$ cat src/rtl/exp_seq_pkg.sv
// exp_seq_pkg: shared states, register map and descriptor layout for the exp_mem_sequencer slice
package exp_seq_pkg;
  typedef enum logic [2:0] {IDLE, FETCH, LAUNCH, WAIT, WRITE} state_t;
  localparam logic [1:0] REG_CTRL   = 2'd0;
  localparam logic [1:0] REG_DESC   = 2'd1;
  localparam logic [1:0] REG_STATUS = 2'd2;
  localparam logic [1:0] REG_RESULT = 2'd3;
  localparam int CTRL_START  = 0;
  localparam int CTRL_IRQ_EN = 1;
  localparam int ST_BUSY = 0;
  localparam int ST_DONE = 1;
  localparam int ST_ERR  = 2;
  localparam int ST_TMO  = 3;
  localparam logic [1:0] DESC_BASE = 2'd0;
  localparam logic [1:0] DESC_EXP  = 2'd1;
  localparam logic [1:0] DESC_MOD  = 2'd2;
  localparam logic [1:0] DESC_RES  = 2'd3;
endpackage

$ cat src/rtl/exp_seq_regs.sv
// exp_seq_regs: control register file (CTRL, DESC_ADDR, STATUS W1C, RESULT) and irq
// Ports: ctl_* Avalon slave side; busy/set_done/set_timeout/res_load/res_in from the FSM;
// start (accepted start pulse), desc_addr, result, irq back to the top.
module exp_seq_regs
  import exp_seq_pkg::*;
#(
  parameter int ADDR_W = 10,
  parameter int DATA_W = 32
) (
  input  logic              clk,
  input  logic              reset_n,
  input  logic [1:0]        ctl_address,
  input  logic              ctl_write,
  input  logic [DATA_W-1:0] ctl_writedata,
  input  logic              busy,
  input  logic              set_done,
  input  logic              set_timeout,
  input  logic              res_load,
  input  logic [DATA_W-1:0] res_in,
  output logic              start,
  output logic [ADDR_W-1:0] desc_addr,
  output logic [DATA_W-1:0] result,
  output logic [DATA_W-1:0] ctl_readdata,
  output logic              irq
);
  logic irq_en_q, irq_en_d, done_q, done_d, err_q, err_d, tmo_q, tmo_d;
  logic [ADDR_W-1:0] desc_q, desc_d;
  logic [DATA_W-1:0] result_q, result_d;
  logic wr_ctrl, start_cmd;
  logic [3:0] w1c, status;
  logic unused;
  always_comb begin
    wr_ctrl   = ctl_write && ctl_address == REG_CTRL;
    start_cmd = wr_ctrl && ctl_writedata[CTRL_START];
    w1c       = (ctl_write && ctl_address == REG_STATUS) ? ctl_writedata[3:0] : 4'b0;
    irq_en_d  = wr_ctrl ? ctl_writedata[CTRL_IRQ_EN] : irq_en_q;
    desc_d    = (ctl_write && ctl_address == REG_DESC) ? ctl_writedata[ADDR_W-1:0] : desc_q;
    // a timeout abandons the job, so any stale done is dropped with it
    done_d    = set_done | (done_q & ~w1c[ST_DONE] & ~set_timeout);
    err_d     = (start_cmd & busy) | (err_q & ~w1c[ST_ERR]);
    tmo_d     = set_timeout | (tmo_q & ~w1c[ST_TMO]);
    result_d  = res_load ? res_in : result_q;
    status           = 4'b0;
    status[ST_BUSY]  = busy;
    status[ST_DONE]  = done_q;
    status[ST_ERR]   = err_q;
    status[ST_TMO]   = tmo_q;
    ctl_readdata = ctl_address == REG_CTRL   ? DATA_W'({irq_en_q, 1'b0}) :
                   ctl_address == REG_DESC   ? DATA_W'(desc_q) :
                   ctl_address == REG_STATUS ? DATA_W'(status) : result_q;
  end
  always_ff @(posedge clk) begin
    irq_en_q <= !reset_n ? 1'b0 : irq_en_d;
    done_q   <= !reset_n ? 1'b0 : done_d;
    err_q    <= !reset_n ? 1'b0 : err_d;
    tmo_q    <= !reset_n ? 1'b0 : tmo_d;
    desc_q   <= !reset_n ? '0 : desc_d;
    result_q <= !reset_n ? '0 : result_d;
  end
  assign start     = start_cmd & ~busy;
  assign desc_addr = desc_q;
  assign result    = result_q;
  assign irq       = done_q & irq_en_q;
  assign unused    = ^ctl_writedata[DATA_W-1:ADDR_W];
endmodule

$ cat src/rtl/exp_mem_sequencer.sv
// exp_mem_sequencer: fetches a base/exp/mod descriptor from RAM, runs the exponent engine, writes the result back
// Ports: ctl_* control registers; h_* host RAM pass-through; mem_* RAM port; eng_* exponent engine; irq.
// Optional macro EXP_SEQ_TIMEOUT_EN adds a TIMEOUT_CYCLES watchdog on the engine wait.
module exp_mem_sequencer
  import exp_seq_pkg::*;
#(
  parameter int ADDR_W = 10,
  parameter int DATA_W = 32,
  parameter int TIMEOUT_CYCLES = 65535
) (
  input  logic              clk,
  input  logic              reset_n,
  input  logic [1:0]        ctl_address,
  input  logic              ctl_read,
  input  logic              ctl_write,
  input  logic [DATA_W-1:0] ctl_writedata,
  output logic [DATA_W-1:0] ctl_readdata,
  input  logic [ADDR_W-1:0] h_address,
  input  logic              h_chipselect,
  input  logic              h_write,
  input  logic [3:0]        h_byteenable,
  input  logic [DATA_W-1:0] h_writedata,
  output logic [DATA_W-1:0] h_readdata,
  output logic              h_waitrequest,
  output logic [ADDR_W-1:0] mem_address,
  output logic              mem_chipselect,
  output logic              mem_write,
  output logic [3:0]        mem_byteenable,
  output logic [DATA_W-1:0] mem_writedata,
  input  logic [DATA_W-1:0] mem_readdata,
  output logic              mem_clken,
  output logic              eng_start,
  output logic [DATA_W-1:0] eng_base,
  output logic [DATA_W-1:0] eng_exp,
  output logic [DATA_W-1:0] eng_mod,
  input  logic              eng_done,
  input  logic [DATA_W-1:0] eng_result,
  output logic              irq
);
  state_t state_q, state_d;
  logic [1:0] cnt_q, cnt_d, idx_q, idx_d;
  logic fetch_q, fetch_d, eng_start_q, eng_start_d, h_rd_q, h_rd_d;
  logic [DATA_W-1:0] base_q, base_d, exp_q, exp_d, mod_q, mod_d;
  logic start, busy, own, set_done, set_timeout, res_load, tmo_hit, unused;
  logic [ADDR_W-1:0] desc_addr;
  logic [DATA_W-1:0] result;
  exp_seq_regs #(.ADDR_W(ADDR_W), .DATA_W(DATA_W)) u_regs (
    .clk(clk), .reset_n(reset_n), .ctl_address(ctl_address), .ctl_write(ctl_write),
    .ctl_writedata(ctl_writedata), .busy(busy), .set_done(set_done), .set_timeout(set_timeout),
    .res_load(res_load), .res_in(eng_result), .start(start), .desc_addr(desc_addr),
    .result(result), .ctl_readdata(ctl_readdata), .irq(irq)
  );
`ifdef EXP_SEQ_TIMEOUT_EN
  logic [31:0] wcnt_q, wcnt_d;
  assign wcnt_d  = state_q == WAIT ? wcnt_q + 32'd1 : '0;
  assign tmo_hit = state_q == WAIT && wcnt_q == 32'(TIMEOUT_CYCLES - 1);
  always_ff @(posedge clk) wcnt_q <= !reset_n ? '0 : wcnt_d;
  assign unused = ctl_read;
`else
  assign tmo_hit = 1'b0;
  assign unused  = ctl_read ^ (TIMEOUT_CYCLES != 0);
`endif
  always_comb begin
    state_d     = state_q;
    cnt_d       = cnt_q;
    res_load    = 1'b0;
    set_done    = 1'b0;
    set_timeout = 1'b0;
    case (state_q)
      IDLE: if (start) begin
        state_d = FETCH;
        cnt_d   = '0;
      end
      FETCH: begin
        cnt_d = cnt_q + 2'd1;
        if (cnt_q == DESC_MOD) state_d = LAUNCH;
      end
      LAUNCH: state_d = WAIT;
      WAIT: if (eng_done) begin
        state_d  = WRITE;
        res_load = 1'b1;
      end else if (tmo_hit) begin
        state_d     = IDLE;
        set_timeout = 1'b1;
      end
      WRITE: begin
        state_d  = IDLE;
        set_done = 1'b1;
      end
      default: state_d = IDLE;
    endcase
  end
  always_comb begin
    busy = state_q != IDLE;
    own  = state_q inside {FETCH, LAUNCH, WRITE};
    // RAM q lags the address by one cycle, so capture uses the index presented last cycle
    fetch_d     = state_q == FETCH;
    idx_d       = cnt_q;
    base_d      = (fetch_q && idx_q == DESC_BASE) ? mem_readdata : base_q;
    exp_d       = (fetch_q && idx_q == DESC_EXP) ? mem_readdata : exp_q;
    mod_d       = (fetch_q && idx_q == DESC_MOD) ? mem_readdata : mod_q;
    eng_start_d = state_q == LAUNCH;
    h_rd_d      = h_chipselect & ~h_write & ~own;
    mem_address    = state_q == WRITE ? desc_addr + ADDR_W'(DESC_RES) :
                     state_q == FETCH ? desc_addr + ADDR_W'(cnt_q) : h_address;
    mem_chipselect = own ? (state_q == FETCH || state_q == WRITE) : h_chipselect;
    mem_write      = own ? state_q == WRITE : h_chipselect & h_write;
    mem_byteenable = own ? 4'hF : h_byteenable;
    mem_writedata  = own ? result : h_writedata;
    h_waitrequest  = own & h_chipselect;
    h_readdata     = h_rd_q ? mem_readdata : '0;
  end
  always_ff @(posedge clk) begin
    state_q     <= !reset_n ? IDLE : state_d;
    cnt_q       <= !reset_n ? '0 : cnt_d;
    idx_q       <= !reset_n ? '0 : idx_d;
    fetch_q     <= !reset_n ? 1'b0 : fetch_d;
    eng_start_q <= !reset_n ? 1'b0 : eng_start_d;
    h_rd_q      <= !reset_n ? 1'b0 : h_rd_d;
    base_q      <= !reset_n ? '0 : base_d;
    exp_q       <= !reset_n ? '0 : exp_d;
    mod_q       <= !reset_n ? '0 : mod_d;
  end
  assign mem_clken = 1'b1;
  assign eng_start = eng_start_q;
  assign eng_base  = base_q;
  assign eng_exp   = exp_q;
  assign eng_mod   = mod_q;
endmodule

$ cat config.mk
export PLATFORM = sky130hd
export DESIGN_NAME = exp_mem_sequencer
export DESIGN_NICKNAME = d
export VERILOG_FILES = /design/src/rtl/exp_seq_pkg.sv /design/src/rtl/exp_seq_regs.sv /design/src/rtl/exp_mem_sequencer.sv
export SDC_FILE = /design/constraint.sdc
export NUM_CORES = 1
export LEC_CHECK = 0
export ABC_CLOCK_PERIOD_IN_PS = 2340
export BUFFER_PORTS_ARGS = -buffer_cell sky130_fd_sc_hd__buf_4
export CAP_MARGIN = 5
export CELL_PAD_IN_SITES_DETAIL_PLACEMENT = 2
export CELL_PAD_IN_SITES_GLOBAL_PLACEMENT = 2
export CORE_AREA = 2 2 174 176
export CTS_BUF_LIST = sky130_fd_sc_hd__clkbuf_4
export DETAILED_ROUTE_END_ITERATION = 7
export DIE_AREA = 0 0 176 178
export PLACE_DENSITY_LB_ADDON = 0.1
export SKIP_CTS_REPAIR_TIMING = 1
export SYNTH_ARGS = -nofsm -noshare
export SYNTH_HDL_FRONTEND = slang
export SYNTH_SLANG_ARGS = --single-unit
export TNS_END_PERCENT = 100
$ cat constraint.sdc
create_clock -name clk -period 2.34 [get_ports clk]
set_input_delay 0.468 -clock clk [delete_from_list [all_inputs] [get_ports clk]]
set_output_delay 0.468 -clock clk [all_outputs]
set_load 0.005 [all_outputs]
# [Word level (Yosys, flattened, before mapping)]
# Cells that the tools add are included.
[word_totals] out_inout_bits=212 latch_bits=0 mem_bits_rw=0 elab_cells=84 romBits=0 ff_bits=152 mem_count=0 input_bits=151
[classes] n_bitwise=18 n_reduce_logical=16 shifts=0 eq_ne=12 addsub=3 magnitude_cmp=0 n_mul=0 mux=20 div=0
[ops] cell="32-bit two-way mux" count=5
[ops] cell="10-bit two-way mux" count=2
[ops] cell="3-bit one-hot mux with 4 select lines" count=1
[ops] cell="10-bit by 2-bit adder with 10-bit output" count=1
[ops] cell="10-bit by 2-bit adder with 10-bit output (second input constant)" count=1
[ops] cell="1-bit bitwise AND" count=10
[ops] cell="3-bit two-way mux" count=3
[ops] cell="4-bit two-way mux" count=2
[ops] cell="1-bit logical AND" count=7
[ops] cell="2-bit == test (second input constant)" count=3
[ops] cell="3-bit by 2-bit == test with 1-bit output (second input constant)" count=2
[ops] cell="1-bit NOT" count=6
[ops] cell="3-bit nonzero test" count=2
[ops] cell="1-bit two-way mux" count=5
[ops] cell="2-bit by 1-bit == test with 1-bit output (second input constant)" count=2
[ops] cell="2-bit zero test" count=2
[ops] cell="2-bit inequality test (second input constant)" count=2
[ops] cell="2-bit one-hot mux with 2 select lines" count=1
[ops] cell="3-bit by 1-bit == test with 1-bit output (second input constant)" count=1
[ops] cell="3-bit == test (second input constant)" count=1
[ops] cell="3-bit zero test" count=1
[ops] cell="3-bit AND reduction" count=1
[ops] cell="2-bit by 1-bit adder with 2-bit output (second input constant)" count=1
[ops] cell="2-bit two-way mux" count=1
[ops] cell="5 further kinds" count=6

# [Longest topological paths before layout]
# Gate-level depths: netlist of the first run.
[logic_depth] depth_word=6 depth_mapped=7 ltp_nobuf=6

# [Modules after synthesis]
# From an unflattened synthesis of the first run, not the netlist that was laid out.
[unflattened] cells_unflattened=842 hier_area_um2=7269.5
[modules_own_cells] module="exp_mem_sequencer" instances=1 cells_each=621 seq_area_each_um2=2122.0 area_each_um2=5139.9
[modules_own_cells] module="exp_seq_regs" instances=1 cells_each=221 seq_area_each_um2=920.9 area_each_um2=2129.5

# [Worst setup path before layout of the first run]
# No wires, ideal clock.
[synth_timing] path_kind="flip-flop to output port" startpoint="register u_regs.desc_q[1], in the netlist u_regs.desc_addr[1]" endpoint="output port mem_address[9]" setup_slack_ns=0.279 t_arrival_ns=1.593 path_buffers=0 path_stages_with_launch=6 required_ns=1.872 path_cell_list="dfxtp_1 -> ha_1 -> a21oi_1 -> o21ai_0 -> nor4b_1 -> o32a_1"
[synth_between] elab_chain_len=3 word_cells_on_any_way=4 cone_classes="add/sub: 2; mux: 2"
[synth_rtl] item="start: declaration" line="exp_seq_regs.sv:27" text="logic [ADDR_W-1:0] desc_q, desc_d;"
[synth_rtl] item="start signal: assignment" line="exp_seq_regs.sv:57" text="desc_q <= !reset_n ? '0 : desc_d;"
[synth_rtl] item="10-bit by 2-bit adder with 10-bit output" line="exp_mem_sequencer.sv:105" text="state_q == FETCH ? desc_addr + ADDR_W'(cnt_q) : h_address;"
[synth_rtl] item="10-bit two-way mux" line="exp_mem_sequencer.sv:105"
[synth_rtl] item="10-bit two-way mux (*)" line="exp_mem_sequencer.sv:104" text="mem_address = state_q == WRITE ? desc_addr + ADDR_W'(DESC_RES) :"
[synth_rtl] item="end: declaration" line="exp_mem_sequencer.sv:25" text="output logic [ADDR_W-1:0] mem_address,"
# Every way passes the cells marked *; elsewhere a longest branch is shown, timed or not.

# [Worst setup path after layout of the first run]
[layout_timing] startpoint="register u_regs.desc_q[0], in the netlist u_regs.desc_addr[0]" endpoint="output port mem_address[4]"
# The elaborated chain is that of the path after synthesis.

==> results.json, run 1 <==
{
  "via_count": 7561,
  "wl_met1_um": 12770,
  "min_path_type": "input pin to flop",
  "grt_pass1_wl_um": 45250,
  "synth_ff_type": "dfxtp_1",
  "placed_cells": 1578,
  "ant_nets": 0,
  "core_um2": 29400,
  "cts_tree": "yes",
  "finalClockSkew_ns": 0.04907,
  "routed-wl-met2_um": 15950,
  "gp_congestion": 0.7607,
  "cp_data_arrival_time_ns": 2.31,
  "syn_inst": 879,
  "finish.utilization_pct": 38.63,
  "r2r_cells": 7,
  "highest_layer": "met5",
  "ys_types": 63,
  "critical_path_class": "flop to output port",
  "syn-num-nets": 1035,
  "setup_slack_ns": -0.4405,
  "io_pins": 363,
  "antenna_found_initial": 2,
  "whs_ns": 0.08260,
  "hold_viol_final": 0,
  "async_flop_share_pct": 0,
  "setup-violations-final": 49,
  "p_leak_nw": 4.823,
  "cts_made_buffers": 17,
  "synth_area_leaders": "dfxtp_1 (42%), nand2_1 (15%), a21boi_0 (14%), mux2_2 (5.4%), and2_1 (3.2%)",
  "port_buffers": 338,
  "vias_per_cell": 4.633,
  "end_kind": "output port",
  "h-tree-depth": 4,
  "cts-root-buf": "clkbuf_4",
  "synth_common_cells": "nand2_1 (283), dfxtp_1 (152), a21boi_0 (132)",
  "synth_area_um2": 7254,
  "fin_nets": 1384,
  "die-area_um2": 31330,
  "hp-start": "eng_result[13]",
  "yosysTopAreaCellShare_pct": 41.95,
  "ys_ff_latch": 152,
  "r2r_slack_ns": 0.66,
  "track_usage_pct": 18.77,
  "min_period_over_period_pct": 118.8,
  "worstSkewPairLatency_ns": 0.61,
  "yosysTopAreaCell": "dfxtp_1",
  "yosysMostFrequentCell": "nand2_1",
  "dr_wl_met3_um": 1935,
  "synth_edf_count": 0,
  "status": "finished, violations left",
  "required_ns": 1.87,
  "setup_tns_ns": -13.07,
  "placementRows": 63,
  "wl_um": 31000,
  "r2r-end": "u_regs.result[29]",
  "max_slew.worst_pin.slew_ns": 0.8968,
  "syn_to_final_growth_pct": 56.57,
  "grt_pass1_vias": 7874,
  "dp_hpwl_um": 22000,
  "maxSlewViolCount": 0,
  "hold_end": "u_regs.result[13]",
  "violations": "negative setup slack",
  "pre_cts_ws_ns": 0.09117,
  "maxSlewHeadroom_pct": 40.21,
  "layout_min_cycle_time_ns": 2.780,
  "wl_per_cell_um": 18.99,
  "holdPathStages": 3,
  "r2r-start": "state_q[0]",
  "ys_seq_area_share_pct": 41.95,
  "die_h_um": 178,
  "avgSynthCellArea_um2": 8.253,
  "power.total_mw": 5.000,
  "cts.sinks": 152,
  "cap_violations": 0,
  "crit_start": "u_regs.desc_addr[0]",
  "critical_path_peak_fanout": 5,
  "placed_area_um2": 10340,
  "p_per_area_nw_per_um2": 440.2,
  "dr.pass1.iters": 4,
  "yosys_warnings": 0,
  "drc": 0,
  "fin_cells": 1632,
  "grt_setup_unrepaired": "yes",
  "cts_buffer_depth": 2,
  "overflow": 0,
  "dieWidth_um": 176,
  "path_clk_slew_ns": 0.18,
  "critPathLaunchType": "flop",
  "fmax_mhz": 359.7,
  "start_util_pct": 24.67,
  "final_cell_area_um2": 11360,
  "drt_iter0_drc": 254,
  "ir_worst_vdd_uv": 225.5,
  "drive_gt1_share_pct": 41.98,
  "grt_max_degree": 48
}
[cells in the final DEF, fill, tap and decap left out, types with 3 or more instances in the layout]
cell / n
dfxtp_2: 4
dfxtp_4: 3
dfxtp_1: 145
mux2i_1: 8
nand2_1: 281
clkbuf_16: 3
inv_6: 6
a22o_1: 3
a21oi_1: 5
clkbuf_4: 17
buf_12: 5
nor3_2: 4
a21boi_1: 7
buf_6: 41
a21boi_0: 132
nand2b_1: 6
nor2b_1: 11
nor3b_4: 3
nand3_1: 10
buf_4: 348
mux2_2: 7
nor2_1: 8
mux2_4: 28
and2_1: 37
and3_1: 23
inv_1: 5
[report_power, final]
part / total [mW] / internal [mW] / switching, mW
registers: 2.62 / 2.60 / 0.0153
logic: 0.759 / 0.454 / 0.305
clock network: 1.62 / 0.461 / 1.16
total: 5.00 / 3.52 / 1.48
[final cells by class]
type | instances | area (um^2)
inverters | 6 | 22.52
repair buffers | 400 | 3289
fillers | 3351 | 18040
diodes | 1 | 2.502
flip-flops and latches | 152 | 3059
well taps | 390 | 488.0
clock buffers | 17 | 127.6
clock inverters | 15 | 133.9
multi-input cells | 651 | 4235
[worst max-delay path, stage by stage, from the launching register on]
cell and delay [ns]:
dfxtp_2 0.38, ha_4 0.15, inv_2 0.04, fa_2 0.45, a222oi_1 0.35, o221a_2 0.26, buf_4 0.10
[flip-flops by register name (all words and copies together) (netlist names)]
name	flops
eng_mod	32
u_regs.irq_en_q	1
eng_start	1
cnt_q	2
eng_exp	32
idx_q	2
h_rd_q	1
u_regs.err_q	1
state_q	3
u_regs.desc_addr	10
u_regs.tmo_q	1
eng_base	32
u_regs.done_q	1
u_regs.result	32
fetch_q	1
[routing by layer]
layer / vias to the layer above / GRT usage, %
met2: 204 / 34.15
met1: 3698 / 21.77
met3: 23 / 5.691
li1: 3634 / -
met4: 2 / 3.788
met5: - / 0
[worst max path at each step]
stage,to,slack (ns),cells past startpoint
after CTS,mem_address[4],-0.64,6
final,mem_address[4],-0.44,6
after global placement,mem_address[4],0.08,6
after detailed placement,mem_address[4],0.09,6
after floorplan,mem_address[9],0.28,5
after global routing,mem_address[4],-0.55,6
[cell families after synthesis]
| logic type | count (synthesis) | share of synthesized area (%) |
|---|---|---|
| simple gates | 412 | 25.92 |
| compound gates | 186 | 19.30 |
| flops | 152 | 41.95 |
| buf+inv | 76 | 4.605 |
| mux | 44 | 6.847 |
| fa+ha+maj | 5 | 0.9659 |
| xor+xnor | 3 | 0.3623 |
| other cells | 1 | 0.05169 |
No activity file was read; power rests on OpenSTA's default activity.
==> run 2: changes to the inputs <==
ABC_CLOCK_PERIOD_IN_PS = 2800   (was 2340)
CAP_MARGIN = 10   (was 5)
TNS_END_PERCENT = default   (was 100)
clock period = 2.8 ns   (was 2.34 ns; I/O delays follow)
==> run 2 against run 1 <==
The flow still finishes with violations (negative setup slack). Utilization is 1.4 points lower. Sequential share of layout area up 1.1 points. Cell count fell by 1.3%. First-iteration DRC count is 8.3% lower. Global-route usage down 0.21 points. Power is 13% lower. Via count fell by 2.6%. Hold slack gained 0.076 ns. Clock power barely moved. Critical path depth up 1. Clock-buffer cell count is the same. Critical endpoint is now mem_address[9].
==> results.json, run 2 (synthesis results as in run 1) <==
{
  "dieWidth_um": 176,
  "final_cell_mix": "buf_4 (357), nand2_1 (282), dfxtp_1 (144)",
  "cts_buffer_depth": 2,
  "min_path_type": "input pin to flop",
  "mostFrequentLayoutCell": "buf_4",
  "fin_nets": 1361,
  "critical_path_peak_fanout": 7,
  "required_ns": 2.24,
  "drt_iter0_drc": 233,
  "cts_made_buffers": 17,
  "end_kind": "output port",
  "ant_nets": 0,
  "r2r-end": "eng_base[26]",
  "start_util_pct": 24.67,
  "finish.utilization_pct": 37.25,
  "antenna_found_initial": 2,
  "cap_violations": 0,
  "critical_path.endpoint": "mem_address[9]",
  "maxSlewHeadroom_pct": 40.16,
  "violations": "negative setup slack",
  "syn_to_final_growth_pct": 50.98,
  "cp_data_arrival_time_ns": 2.34,
  "p_comb_share_pct": 13.0,
  "worstSkewPairLatency_ns": 0.57,
  "whs_ns": 0.1589,
  "r2r_slack_ns": 1.09,
  "max_slew.worst_pin.slew_ns": 0.8977,
  "min_period_over_period_pct": 103.5,
  "pre_cts_ws_ns": 0.3583,
  "final_cell_area_um2": 10950,
  "grt_max_degree": 53,
  "gr-max-usage-layer": "met2",
  "p_per_area_nw_per_um2": 398.2,
  "p_switching_mw": 1.191,
  "die-area_um2": 31330,
  "gp_congestion": 0.7411,
  "dp_hpwl_um": 21840,
  "intPower_mw": 3.170,
  "critPathLaunchType": "flop",
  "maxSlewViolCount": 0,
  "overflow": 0,
  "seqCellArea_um2": 3068,
  "port_buffers": 338,
  "finalClockSkew_ns": 0.03898,
  "drc": 0,
  "path_clk_slew_ns": 0.16,
  "setup_tns_ns": -0.1941,
  "pwr-share-seq_pct": 50.3,
  "clkPwrFrac_pct": 36.8,
  "wl_um": 29900,
  "setup-violations-final": 3,
  "fillCellCount": 3373,
  "cts.sinks": 152,
  "multi_input_area_um2": 4070,
  "p_leak_nw": 4.574,
  "cts_tree": "yes",
  "grt_use_met2_pct": 33.84,
  "use_met1_pct": 21.63,
  "dr.pass1.iters": 4,
  "fmax_mhz": 345.0,
  "ir_worst_vdd_uv": 241.1,
  "cts-root-buf": "clkbuf_4",
  "drive_gt1_share_pct": 39.90,
  "core_um2": 29400,
  "sw_frac_of_total_pct": 27.31,
  "layout_min_cycle_time_ns": 2.898,
  "r2r-start": "idx_q[0]",
  "track_usage_pct": 18.56,
  "grt_pass1_vias": 7737,
  "wl_per_cell_um": 18.56,
  "grt_pass1_wl_um": 44930,
  "r2r_cells": 3,
  "vias_per_cell": 4.573,
  "placed_area_um2": 10230,
  "io_pins": 363,
  "die_h_um": 178,
  "h-tree-depth": 4,
  "hold_viol_final": 0,
  "crit_start": "cnt_q[1]",
  "critical_path_class": "flop to output port",
  "via_count": 7367,
  "grt_use_met3_pct": 4.859,
  "setup_slack_ns": -0.09839,
  "grt_setup_unrepaired": "yes",
  "placementRows": 63,
  "status": "finished, violations left"
}
run 2: cell types whose count changed in the layout (fill, tap and decap cells not counted), moves of 3 or more:
cell,delta
buf_6,-27
mux2_2,+18
mux2_4,-18
buf_4,+9
bufinv_16,+3
dfxtp_4,+3
run 2: worst min path at each step:
stage,end,cells after the start,from
4_1_cts,u_regs.tmo_q,2,ctl_writedata[3]
5_1_grt,u_regs.tmo_q,2,ctl_writedata[3]
3_5_place_dp,u_regs.tmo_q,2,u_regs.tmo_q
2_1_floorplan,u_regs.tmo_q,2,u_regs.tmo_q
3_3_place_gp,u_regs.tmo_q,2,u_regs.tmo_q
6_report,u_regs.tmo_q,2,ctl_writedata[3]
run 2: final cells by class:
cell class / instances / share of cell area [%]
Clock buffer: 17 / 1.165
Clock inverter: 15 / 1.885
Tap cell: 390 / 4.455
Sequential cell: 152 / 28.01
Antenna cell: 3 / 0.06854
Inverter: 6 / 0.2056
Multi-Input combinational cell: 651 / 37.16
Timing Repair Buffer: 377 / 27.05
run 2: power groups by stage:
stage,Clock (mW),Combinational (mW),Sequential [mW]
finish,1.60,0.565,2.19
detailed placement,0,0.535,2.24
CTS,1.68,0.537,2.20
global placement,0,0.533,2.24
global route,1.77,0.616,2.20
floorplan,0,0.205,2.24
run 2: per-layer routing:
layer	up-vias	wire (um)
li1	3595	-
met1	3549	12470
met2	202	15200
met3	21	1863
met4	0	368
met5	-	0
run 2: metrics by stage:
step,instances,power (mW)
after global routing,1610,4.585
after floorplan,879,2.440
final,1611,4.361
after detailed placement,1563,2.779
after CTS,1595,4.419
after global placement,1563,2.776
run 2: critical path, cell delays in order, from the launching register on:
cell and delay [ns]:
dfxtp_4 0.40, ha_4 0.26, a21oi_2 0.05, buf_6 0.13, or4_4 0.49, a31oi_4 0.19, o32a_1 0.17, buf_4 0.10
